### src/rtl/onehot_event_encoder.sv
// Sticky event capture that serializes pending events as binary indices,
// lowest index first, over a valid/ready handshake.
module onehot_event_encoder #(
  parameter int NrOfBits  = 8,
  parameter int IndexBits = 3
) (
  input  logic                 Clock,
  input  logic                 Reset_n,
  input  logic [NrOfBits-1:0]  Event_In,
  input  logic [NrOfBits-1:0]  Mask,
  input  logic                 Clear_All,
  input  logic                 Index_Ready,
  output logic                 Index_Valid,
  output logic [IndexBits-1:0] Index,
  output logic [NrOfBits-1:0]  Pending,
  output logic                 Overflow
);

  typedef enum logic {
    EMPTY   = 1'b0,
    PRESENT = 1'b1
  } state_e;

  state_e                 state_q;
  logic [IndexBits-1:0]   index_q;
  logic [NrOfBits-1:0]    pending_q, pending_d;
  logic                   overflow_q, overflow_d;

  logic                   accept;
  logic                   out_free;
  logic [NrOfBits-1:0]    accepted_vec;
  logic [NrOfBits-1:0]    candidates;
  logic [IndexBits-1:0]   lowest_idx;

  assign accept   = (state_q == PRESENT) && Index_Ready;
  assign out_free = (state_q == EMPTY) || Index_Ready;

  // NOTE: combinational logic uses blocking assignments with a default first,
  // so every path assigns every output and no latch is inferred.
  always_comb begin
    accepted_vec = '0;
    for (int i = 0; i < NrOfBits; i++) begin
      accepted_vec[i] = accept && (index_q == IndexBits'(i));
    end
  end

  // Candidates come from pending as it stood before this edge, so a
  // same-cycle event is never presented in the cycle it arrives.
  assign candidates = pending_q & Mask & ~accepted_vec;

  always_comb begin
    lowest_idx = '0;
    for (int i = NrOfBits - 1; i >= 0; i--) begin
      if (candidates[i]) lowest_idx = IndexBits'(i);
    end
  end

  // An event on a bit being accepted this cycle re-arms it without overflow.
  always_comb begin
    pending_d  = (pending_q & ~accepted_vec) | Event_In;
    overflow_d = overflow_q | (|(Event_In & pending_q & ~accepted_vec));
    if (Clear_All) begin
      pending_d  = '0;
      overflow_d = 1'b0;
    end
  end

  // NOTE: sequential state uses non-blocking assignments only, so every
  // register samples the pre-edge values of its neighbours.
  always_ff @(posedge Clock) begin
    if (!Reset_n) begin
      state_q    <= EMPTY;
      index_q    <= '0;
      pending_q  <= '0;
      overflow_q <= 1'b0;
    end else begin
      pending_q  <= pending_d;
      overflow_q <= overflow_d;
      if (Clear_All) begin
        state_q <= EMPTY;
        index_q <= '0;
      end else if (out_free) begin
        if (|candidates) begin
          state_q <= PRESENT;
          index_q <= lowest_idx;
        end else begin
          state_q <= EMPTY;
          index_q <= '0;
        end
      end
    end
  end

  assign Index_Valid = (state_q == PRESENT);
  assign Index       = index_q;
  assign Pending     = pending_q;
  assign Overflow    = overflow_q;

endmodule

### config.mk
export PLATFORM = sky130hd
export DESIGN_NAME = onehot_event_encoder
export DESIGN_NICKNAME = d
export VERILOG_FILES = /design/src/rtl/onehot_event_encoder.sv
export SDC_FILE = /design/constraint.sdc
export NUM_CORES = 1
export LEC_CHECK = 0
export ABC_AREA = 1
export CORE_UTILIZATION = 37
export DETAILED_ROUTE_END_ITERATION = 8
export GPL_ROUTABILITY_DRIVEN = 0
export PLACE_DENSITY = 0.82
export REMOVE_ABC_BUFFERS = 1
export SLEW_MARGIN = 10
export SYNTH_ARGS = -nofsm -noshare
export SYNTH_HDL_FRONTEND = slang
export SYNTH_SLANG_ARGS = --single-unit
### constraint.sdc
create_clock -name Clock -period 1.18 [get_ports Clock]
set_input_delay 0.236 -clock Clock [delete_from_list [all_inputs] [get_ports Clock]]
set_output_delay 0.236 -clock Clock [all_outputs]
set_load 0.05 [all_outputs]
==> results of run 1 <==
## sequential cells by signal, indices dropped and copies added (netlist names)
signal and count:
Index 3, Index_Valid 1, Overflow 1, Pending 8
## cell type report
class                           count  share of cell area [%]
Inverter                           23                   5.605
Sequential cell                    13                   17.79
Multi-Input combinational cell     88                   30.63
Timing Repair Buffer               56                   42.08
Tap cell                           27                   2.193
Clock buffer                        4                   1.706
## worst paths after layout
check / startpoint / end / slack [ps]
worst max-delay path: Index_Valid / Index[0] / -220
worst max register to register: Index_Valid / Index[0] / -220
worst min register to register: Pending[2] / Pending[2] / 570
worst min-delay path: Event_In[0] / Pending[0] / 520
## power groups by stage
| stage | logic [mW] | registers (mW) | clock network [mW] |
|---|---|---|---|
| global placement | 0.389 | 0.487 | 0 |
| detailed placement | 0.400 | 0.489 | 0 |
| floorplan | 0.0945 | 0.562 | 0 |
| finish | 0.423 | 0.480 | 0.292 |
| CTS | 0.413 | 0.481 | 0.287 |
| global route | 0.449 | 0.483 | 0.316 |
## layer usage
metal,routed length [µm],up-vias
li1,-,503
met1,976,461
met2,1452,33
met3,114,10
met4,76,0
met5,0,-
## stage by stage
| step | TNS [ps] | area [µm²] | hold slack, ps | setup WS (ps) |
|---|---|---|---|---|
| floorplan | -3184 | 754.5 | 353.4 | -481.1 |
| global placement | -4368 | 1396 | 533.2 | -578.7 |
| detailed placement | -5352 | 1396 | 550.9 | -701.5 |
| CTS | -692.1 | 1498 | 523.7 | -189.1 |
| global route | -1236 | 1540 | 542.2 | -300.2 |
| finish | -797.7 | 1540 | 518.0 | -223.0 |
## layout by cell type (no fill, tap or decap)
cell type and n:
buf_6 5, a21oi_2 2, o21bai_1 1, inv_1 22, o211ai_1 1, dlygate4sd2_1 1
nand2_2 19, nand2_4 1, nor2_2 3, dfxtp_4 3, nand4_1 1, nor3_1 1
o22ai_1 1, a21oi_1 10, nand3_1 5, clkbuf_4 3, nor2_1 9, dfxtp_2 2
dfxtp_1 8, clkdlybuf4s50_1 18, o21ai_0 2, o21ai_1 1, nand2_1 26, clkbuf_1 1
buf_12 13, a31oi_1 1, buf_4 19, inv_2 1, nor2_4 4
## cells by family (layout without fill, tap and decap cells)
logic type / Yosys count / in the layout / synth area share (%)
and+or+nand+nor: 69 / 69 / 39.77
DFF: 13 / 13 / 34.32
AOI/OAI and AO/OA: 19 / 19 / 14.03
buffers and inverters: 24 / 83 / 11.88
## repair_timing
item	CTS	global route
endpoints found under the hold margin	0	0
buffers inserted	4	0
setup endpoints to repair	12	12
pin swaps	13	10
gates resized for setup	20	16
## worst register-to-register path, cell delays in order (launching register included)
cell and delay [ps]:
dfxtp_2 350, nand2_4 70, nor2_4 190, nand2_2 100, nand2_2 70, nand2_1 110, nor2_2 90, nand2_1 70
nand2_1 70, nor2_1 50, nand2_1 70, a21oi_2 50
==> metrics, run 1 <==
routed wire length=2.620 mm; Die Wd=47.27 µm; vias in the first global route=roughly 980; vias per cell=about 4.8; starting density of the core=39.05%; Syn-to-layout area delta=103.1%; switching power total=0.3889 mW; required time of the critical path=1350 ps; register area=between 200 and 300 µm²; top_reg_cell synth=dfxtp_1; Die Ht=47.27 µm; Synth Register Bits=13; site row count=16; number of distinct library cells after synthesis=19; fin crit share=118.9%; Ys Warns=0; PortBufs=32; WP buf/inv=0; Worst-Skew Late Latency=approximately 280 ps; Most Frequent Cell on Critical Path=nand2_1; Non-Filler Instances=about 210; busiest grt layer=met2; worst path cell trace=nand2_4 -> nor2_4 -> nand2_2 -> nand2_2 -> nand2_1 -> nor2_2 -> nand2_1 -> nand2_1 -> nor2_1 -> nand2_1 -> a21oi_2; max incr delay on CP=~350 ps; ant diodes=0; area of the multi-input gates=471.7 µm²; I/O pin total=33; Worst Skew=0.9618 ps; list of most frequent post-synthesis cells=nand2_1, inv_1, dfxtp_1, nor2_1, a21oi_1; run status=complete, but fails checks; Tmin final=1403 ps; Flop pwr share=40.2%; pwr dens=776.4 nW/µm²; Clock Tree Buf Depth=2; Post-Synthesis Cells=125; DRC=0; Final Util=79.32%; initial antenna violation count=0; grt met1 use=between 20% and 30%; top cell type's share of synthesized area=34.32%; most common cell in the netlist=nand2_1; Sw Ratio=32.52%; Hold Crit Class=in -> reg; synth top area cells=dfxtp_1, nand2_1, inv_1; Hold Path Stages=3; VDD IR max=0.0006615 V; total power=1.196 mW; placed cells=204; vias=around 1000; post-synthesis sequential area ratio=34.32%; setup ws final=-223.0 ps; DRT iter0 DRCs=14; Post-synth EDFFs=0; Worst R2R Path Depth=11; ys async rst share=0%; synthesized area=roughly 760 µm²; RSZ-0062 raised after global routing=true; clock network fraction of design power=between 20 and 25%; clock root buffer=clkbuf_4; first-pass GRT wire length=3.850 mm; GR Layer Usage met2=~47%; failing checks=negative setup slack; CP Capture Type=flop; HPWL Detailed=1.941 mm; Comb pwr share=approximately 35%; crit path max-delay cell type=dfxtp_2; Setup Viol. Count Final=5; hold_buf cts=0; Slew headroom=75.16%; H-tree levels=1; Levels on crit path=11; syn_area_per_cell=6.066 µm²; layout cells sized above 1=between 40% and 50%; Arrival @ worst endpoint=1570 ps; Static Leak=approximately 0.75 nW; core area=1942 µm²; P_int=0.8070 mW; Worst Path Max Fanout=4; gr usage total=between 20% and 30%; CTS Buf Count=3; Max-Cap Viols=0; DR WL/cell=12.42 µm; pin count of the biggest net entering global routing=12; clock transition at the registers of the reported paths=around 80 ps; Hold Violations, Final=0; CTS tree=built; total global routing overflow=0; # fillers=about 140; post-synth top area cell=dfxtp_1; antenna viol nets, final=0; startpoint type of the worst setup path=flop; clock sinks=13; fmax=712.8 MHz; met3 usage=~5%; Die ar.=2234 µm²; max-slew violations=0; First-pass DRT Iterations=4; Nets=205; Worst path top cell family by delay=simple AND/OR/NAND/NOR gates; Slew @ Worst Pin=372.2 ps; Setup Crit Path Kind=reg -> reg
No activity file was read; power rests on OpenSTA's default activity.
==> run 2, diff against run 1 <==
--- a/config.mk
+++ b/config.mk
@@ -6,10 +6,11 @@
 export NUM_CORES = 1
 export LEC_CHECK = 0
 export ABC_AREA = 1
-export CORE_UTILIZATION = 37
+export CORE_UTILIZATION = 40
 export DETAILED_ROUTE_END_ITERATION = 8
+export DONT_BUFFER_PORTS = 1
 export GPL_ROUTABILITY_DRIVEN = 0
-export PLACE_DENSITY = 0.82
+export PLACE_DENSITY_LB_ADDON = 0.08
 export REMOVE_ABC_BUFFERS = 1
 export SLEW_MARGIN = 10
 export SYNTH_ARGS = -nofsm -noshare
==> run 2 against run 1 <==
  * The flow still finishes with violations (negative setup slack)
  * Critical path depth did not move
  * Cell count fell by 13%
  * Cell area fell by 25%
  * Flip-flop and latch count did not move
  * Clock power fell by 2%
  * Fmax rose by 5.8%
  * Core utilization fell by 13 points
  * Sequential share of layout area rose by 5.8 points
  * Wire length fell by 25%
  * Clock skew rose by 4.3 ps
  * First-iteration DRC count rose by 71%
  * Critical path type unchanged
  * Highest routed layer unchanged
==> metrics, run 2 (synthesis gave the netlist of run 1 again) <==
run status=complete, but fails checks (unchanged); failing checks=negative setup slack (unchanged); clock sinks=13 (unchanged); first-pass GRT wire length=3.036 mm (was 3.850 mm); commonest cells after routing, fill and taps aside=nand2_1, buf_4, inv_1 (was nand2_1, inv_1, nand2_2, buf_4, clkdlybuf4s50_1); DRC=0 (unchanged); vias per cell=4.842 (was 4.773); Setup Crit Path Kind=reg -> reg (unchanged); P_int=0.6905 mW (was 0.8070 mW); site row count=15 (was 16); Arrival @ worst endpoint=1490 ps (was 1570 ps); CTS tree=built (unchanged); clock transition at the registers of the reported paths=80 ps (about the same); pin count of the biggest net entering global routing=12 (unchanged); Worst Path Max Fanout=4 (unchanged); antenna viol nets, final=0 (unchanged); switching power total=0.3453 mW (was 0.3889 mW); Comb pwr share=26.3% (was 35.4%); initial antenna violation count=0 (unchanged); Die Ht=45.54 µm (was 47.27 µm); HPWL Detailed=1.479 mm (was 1.941 mm); VDD IR max=0.0005708 V (was 0.0006615 V); Worst-Skew Late Latency=280 ps (about the same); Flop pwr share=46.0% (was 40.2%); First-pass DRT Iterations=4 (unchanged); Die ar.=2074 µm² (was 2234 µm²); max-slew violations=0 (unchanged); I/O pin total=33 (unchanged); startpoint type of the worst setup path=flop (unchanged); Tmin final=1325 ps (was 1403 ps); core area=1745 µm² (was 1942 µm²); DR WL/cell=10.74 µm (was 12.42 µm); # fillers=161 (was 135); Worst Skew=5.245 ps (was 0.9618 ps); required time of the critical path=1340 ps (was 1350 ps); Die Wd=45.54 µm (was 47.27 µm); fmax=754.4 MHz (was 712.8 MHz); Static Leak=0.5995 nW (was 0.7479 nW); pwr dens=895.0 nW/µm² (was 776.4 nW/µm²); RSZ-0062 raised after global routing=true (unchanged); most common cell after layout, fill and taps aside=nand2_1 (unchanged); clock root buffer=clkbuf_4 (unchanged); CTS Buf Count=3 (unchanged); Clock Tree Buf Depth=2 (unchanged); CP Capture Type=flop (unchanged); clock network fraction of design power=27.7% (was 24.4%); DRT iter0 DRCs=24 (was 14); Setup TNS Final=-543.8 ps (was -797.7 ps); Hold Crit Class=in -> reg (unchanged); Slew @ Worst Pin=377.4 ps (was 372.2 ps); Sw Ratio=33.34% (was 32.52%); layout cells sized above 1=43.40% (was 40.76%); ant diodes=0 (unchanged); H-tree levels=1 (unchanged); fin crit share=112.3% (was 118.9%); Setup Viol. Count Final=6 (was 5); Syn-to-layout area delta=52.64% (was 103.1%); total global routing overflow=0 (unchanged); vias=891 (was 1007); gr usage total=20.82% (was 25.25%); routed wire length=1.976 mm (was 2.620 mm); vias in the first global route=766 (was 981); Hold Violations, Final=0 (unchanged); total power=1.036 mW (was 1.196 mW); Nets=180 (was 205); hold_buf cts=0 (unchanged); starting density of the core=43.44% (was 39.05%); setup ws final=-145.5 ps (was -223.0 ps); Max-Cap Viols=0 (unchanged); PortBufs=0 (was 32); Slew headroom=74.81% (was 75.16%); Largest register FFs=8 (unchanged)
[run 2: cell type report]
class	instances	area, µm²	area share (%)
Clock buffer	4	26.28	2.270
Inverter	23	86.33	7.459
Multi-Input combinational cell	88	470.5	40.65
Sequential cell	13	272.8	23.57
Tap cell	25	31.28	2.703
Timing Repair Buffer	31	270.3	23.35
[run 2: power by group through the flow]
stage | Sequential, mW | Combinational [mW] | Clock [mW]
after floorplan | 0.562 | 0.0945 | 0
after global placement | 0.486 | 0.247 | 0
after detailed placement | 0.487 | 0.248 | 0
after CTS | 0.477 | 0.260 | 0.292
after global routing | 0.480 | 0.294 | 0.309
final | 0.477 | 0.272 | 0.287
[run 2: per-layer routing]
metal / GRT usage (%) / vias to the layer above / routed length (µm)
met5: 0 / - / 0
met4: 12.73 / 0 / 43
met3: 2.381 / 5 / 74
met2: 35.14 / 25 / 959
met1: 24.94 / 409 / 898
li1: - / 452 / -
[run 2: timing repair]
action                     4_1_cts  5_1_grt
setup endpoints to repair        8       10
gates resized for setup         21       18
setup buffers                    1        3
pin swaps                        5       16
[run 2: worst max-delay path, cell delays in order, from the launching register on]
cell and delay [ps]:
dfxtp_2 350, nand2_4 70, nor2_4 160, nand2_2 90, nand2_2 90, nand2_2 50, nor2_2 110, nand2_1 70
nand2_1 60, nor2_1 40, nand2_1 60, a21oi_2 50
[run 2: through the flow]
| step | cells | setup WS (ps) | hold slack [ps] | utilization [%] | cell area, µm² |
|---|---|---|---|---|---|
| 2_1_floorplan | 124 | -481.1 | 353.4 | - | 754.5 |
| 3_3_place_gp | 176 | -191.7 | 357.9 | 56.63 | 988.4 |
| 3_5_place_dp | 176 | -195.5 | 364.0 | 56.63 | 988.4 |
| 4_1_cts | 181 | -151.8 | 66.86 | 61.86 | 1080 |
| 5_1_grt | 184 | -245.4 | 63.10 | 66.31 | 1157 |
| 6_report | 184 | -145.5 | 62.27 | 66.31 | 1157 |
[run 2: final timing paths]
path / from / to / slack (ps) / cells after the start
setup / recovery: Index_Valid / Index[0] / -150 / 11
setup reg to reg: Index_Valid / Index[0] / -150 / 11
hold / removal: Event_In[1] / Pending[1] / 60 / 2
hold reg to reg: Pending[7] / Pending[7] / 550 / 2
==> RTL change 1, RTL diff (settings of run 1) <==
Change the parameter `IndexBits` from 3 to 2.
--- a/src/rtl/onehot_event_encoder.sv
+++ b/src/rtl/onehot_event_encoder.sv
@@ -2,7 +2,7 @@
 // lowest index first, over a valid/ready handshake.
 module onehot_event_encoder #(
   parameter int NrOfBits  = 8,
-  parameter int IndexBits = 3
+  parameter int IndexBits = 2
 ) (
   input  logic                 Clock,
   input  logic                 Reset_n,
Ports: changed (resized Index); port bits go from 33 to 32. No check against the original RTL was run, so the function may have changed too.
==> RTL change 1 against run 1 <==
The run still ends with setup timing left. Synthesized area shrank 14%. Sequential cell count shrank 1. Largest power group unchanged. Cell area shrank 12%. Sequential power shrank 6.9%. Routed wire length shrank 13%. Count of clock-buffer cells in the layout is the same. Die area shrank 13%. Hold slack lost 38 ps. Via count shrank 11%. Clock power grew 17%. Maximum frequency grew 5.4%. Setup slack gained 72 ps. Critical path type unchanged. Total power shrank 0.30%.
==> RTL change 1: results (changes against run 1) <==
Parameter                              Value

Power and ir drop
  Worst supply voltage drop on vdd    0.0008503 V (+29%)

Place
  Placed Cells    163 (-20%)
  Dpl hpwl    1.535 mm (-21%)
  Worst-case setup slack after placement    -570.0 ps (+131.6 ps)
  Number of port buffers    31 (-3.1%)

Timing
  Worst-case clock skew    4.169 ps (+3.207 ps)
  Max transition margin    0.8543 (+0.1027)
  Setup slack after layout    -150.7 ps (+72.32 ps)
  Final setup violation count    5 (unchanged)

Global routing
  Maximum number of pins on one net before global-route repair    10 (-2)
  Global-route wire length before repair    3.512 mm (-8.8%)
  Vias in the first global route    850 (-13%)
  Global Route Usage Sum    0.2532 (+0.0006263)

Hold path
  Depth of the worst hold-timing path    4 (+1)
  Hold endpoint    Index[0]
  Hold wc startpoint    Index_Ready

Logic synthesis
  Synth Area in Compound Gates    0.1393 (-0.0009510)
  Mean Syn Cell Area    6.365 µm² (+4.9%)
  Count of unique library cells instantiated by Yosys    15 (-4)
  Post-synth top cells    27 x nand2_1, 15 x inv_1, 12 x dfxtp_1, 12 x nor2_1
  Synth area leaders    dfxtp_1 37%, nand2_1 15%, inv_1 8.6%
  Sequential share of the synthesized area    0.3664 (+0.02318)

Routing
  Total number of vias    898 (-11%)
  Routed wire per std cell    13.49 µm (+8.6%)
  Number of DRC violations after detailed-routing iteration 0    36 (+22)
  Number of detailed-routing iterations run before antenna repair    6 (+2)

Outcome
  Violated checks    setup timing
  Status    finished with violations

Floorplan
  Core area    1577 µm² (-19%)

Final layout
  Number of nets in the layout    174 (-15%)
  Ratio of cells with drive above 1 in the final layout    0.3922 (-0.01545)

Setup path
  Path depth of the worst reg2reg path    9 (-2)
  Arrival time at the worst endpoint    1550 ps (-20 ps)
-- RTL change 1: cell types whose count changed after synthesis, sizes merged --
cell    change
nand3       +3
nor2        +1
clkbuf      -1
o21bai      -1
nand4       -1
nand2      -13
a21oi       -2
o211ai      -1
nor3        -1
o22ai       +1
dfxtp       -1
inv         -7
clkinv      +1
-- RTL change 1: layout make-up --
type	count	area (µm²)
Clock buffer	4	36.28
Fill cell	84	222.7
Inverter	17	68.82
Multi-Input combinational cell	74	430.4
Sequential cell	12	249.0
Tap cell	16	20.02
Timing Repair Buffer	46	549.3
-- RTL change 1: metrics by stage --
stage | utilization | hold WS [ps] | setup TNS, ps
2_1_floorplan | - | 353.4 | -2036
3_3_place_gp | 0.7635 | 529.6 | -2728
3_5_place_dp | 0.7635 | 543.7 | -3178
4_1_cts | 0.8397 | 438.9 | -249.3
5_1_grt | 0.8587 | 500.7 | -831.5
6_report | 0.8587 | 479.5 | -533.9
-- RTL change 1: kinds of logic after synthesis --
group	Yosys count
simple gates	58
compound gates	16
flops	12
buf+inv	17
-- RTL change 1: worst max path at each step --
| stage | slack [ps] | depth (start not counted) | end | startpoint |
|---|---|---|---|---|
| after floorplan | -410 | 9 | Index[0] | Index_Valid |
| after detailed placement | -570 | 10 | Index[1] | Index_Ready |
| final | -150 | 9 | Index[0] | Index_Valid |
| after global placement | -450 | 10 | Index_Valid | Index_Ready |
| after CTS | -70 | 12 | Index[0] | Index[1] |
| after global routing | -200 | 9 | Index[0] | Index_Valid |
-- RTL change 1: timing repair --
item | in CTS | in global routing
pin swaps | 4 | 2
endpoints found under the setup margin | 6 | 9
setup buffers | 0 | 2
resized for setup | 26 | 6
-- RTL change 1: per-layer routing --
metal  vias to the layer above  wire length [µm]  share of wire  GRT usage
met4                         0               105          0.046     0.1818
met2                        61              1141           0.50     0.4324
met3                        16               183          0.080    0.05714
met5                         -                 0              0          0
met1                       397               850           0.37     0.2727
li1                        424                 -              -          -
-- RTL change 1: power by group --
| group | switching, µW | total [µW] | internal, µW |
|---|---|---|---|
| Sequential | 24.3 | 447 | 423 |
| Clock | 153 | 341 | 188 |
| Combinational | 199 | 404 | 205 |
-- RTL change 1: critical path, stage by stage (launching register included) --
cell and delay, ps:
dfxtp_2 340, nand2_4 90, inv_4 60, nand2_2 100, nand3_1 130, nand2_2 130, nor2_2 60, a21oi_2 130
nand2_1 80, a21oi_2 130
==> RTL change 2, RTL diff (flow settings as in run 1) <==
Without the edit above. Reset style: asynchronous (`Reset_n`), changed in one clocked block.
--- a/src/rtl/onehot_event_encoder.sv
+++ b/src/rtl/onehot_event_encoder.sv
@@ -67,7 +67,7 @@
 
   // NOTE: sequential state uses non-blocking assignments only, so every
   // register samples the pre-edge values of its neighbours.
-  always_ff @(posedge Clock) begin
+  always_ff @(posedge Clock or negedge Reset_n) begin
     if (!Reset_n) begin
       state_q    <= EMPTY;
       index_q    <= '0;
Formal check against the unedited RTL: differs if Reset_n is asserted again (counterexample within 4 cycles, from zero or initial values and one cycle with Reset_n low); with Reset_n held inactive, the same outputs for 10 cycles.
==> RTL change 2 against run 1 <==
The run still ends with setup timing left. Sequential share of layout area increased by 3.1 points. Clock skew is 4.4 ps higher. Setup slack better by 32 ps. Critical path depth is 8 lower. Die area rose by 9.1%. Total power increased by 25%. Synthesized area is 9.6% higher. Global-route usage decreased by 0.76 points. Core utilization down 2.4 points. Routed wire length fell by 1.2%. First-iteration DRC count is 86% higher. Sequential cell count stayed put. Cell area rose by 2.0%. Largest cell class unchanged.
==> RTL change 2: results (changes against run 1) <==
Parameter                              Value

Place
  Post-Place Cell Area    1454 µm² (+4.1%)
  Placed Cells    190 (-6.9%)
  Dpl hpwl    1.958 mm (+0.88%)
  Worst-case setup slack after placement    -537.5 ps (+164.0 ps)

Setup path
  Cell with the biggest individual delay on the critical path    dfrtp_2
  Maximum single-stage delay on the critical path    460 ps (+110 ps)
  Crit path max-delay family    flip-flops
  Arrival time at the worst endpoint    1140 ps (-430 ps)

Final layout
  Post-route insts no fill    199 (-5.7%)

Global routing
  Vias in the first global route    1041 (+6.1%)
  Global Route Usage Sum    0.2449 (-0.007624)
  Maximum number of pins on one net before global-route repair    14 (+2)
  Met1 layer usage reported by global route    0.2539 (-0.005894)

Logic synthesis
  Synth Area in Compound Gates    0.1295 (-0.01075)
  Synth Flop Type    dfrtp_1
  Mean Syn Cell Area    7.352 µm² (+21%)
  Sequential share of the synthesized area    0.3916 (+0.04833)
  Synth area leaders    dfrtp_1 39%, nand2_1 14%, nor2_1 8.6%
  Proportion of register bits with asynchronous set or reset after synthesis    1.000 (+1.000)

Timing
  Final-layout setup total negative slack    -1592 ps (-794.1 ps)
  Worst-case clock skew    5.395 ps (+4.433 ps)
  Max transition margin    0.7782 (+0.02662)
  Setup slack after layout    -191.2 ps (+31.82 ps)
  Final setup violation count    16 (+11)

Routing
  Routed wire per std cell    13.01 µm (+4.8%)
  Met2 routed WL    1.401 mm (-3.5%)

Outcome
  Status    finished with violations
  Violated checks    setup timing

Power and ir drop
  Worst supply voltage drop on vdd    0.0006599 V (-0.24%)
-- RTL change 2: final timing paths --
check	start	end	slack (ps)	depth (start not counted)
max	Index[2]	Index[2]	-190	3
min	Reset_n	Pending[2]	240	2
max reg2reg	Index_Valid	Index[0]	-190	9
min reg2reg	Overflow	Overflow	650	2
max in group asynchronous	Reset_n	Index[2]	750	2
min in group Clock	Index_Ready	Index_Valid	450	4
-- RTL change 2: repair_timing --
action,CTS,global route
buffers inserted,4,2
pin swaps,6,2
setup endpoints to repair,17,17
cloned,0,0
resized for setup,19,1
-- RTL change 2: where the power goes --
part / internal, µW / switching, µW / total (µW) / leakage (µW)
Sequential: 481 / 51.8 / 533 / 0.000160
Combinational: 344 / 331 / 675 / 0.000555
Clock: 132 / 157 / 288 / 0.0000150
-- RTL change 2: final cells by class --
type                       instances  area [µm²]
fill                             140       470.5
clock buffer                       4       26.28
tap                               27       33.78
multi-input combinational         90       493.0
inverter                           9       33.78
sequential                        13       329.1
timing repair buffer              56       655.6
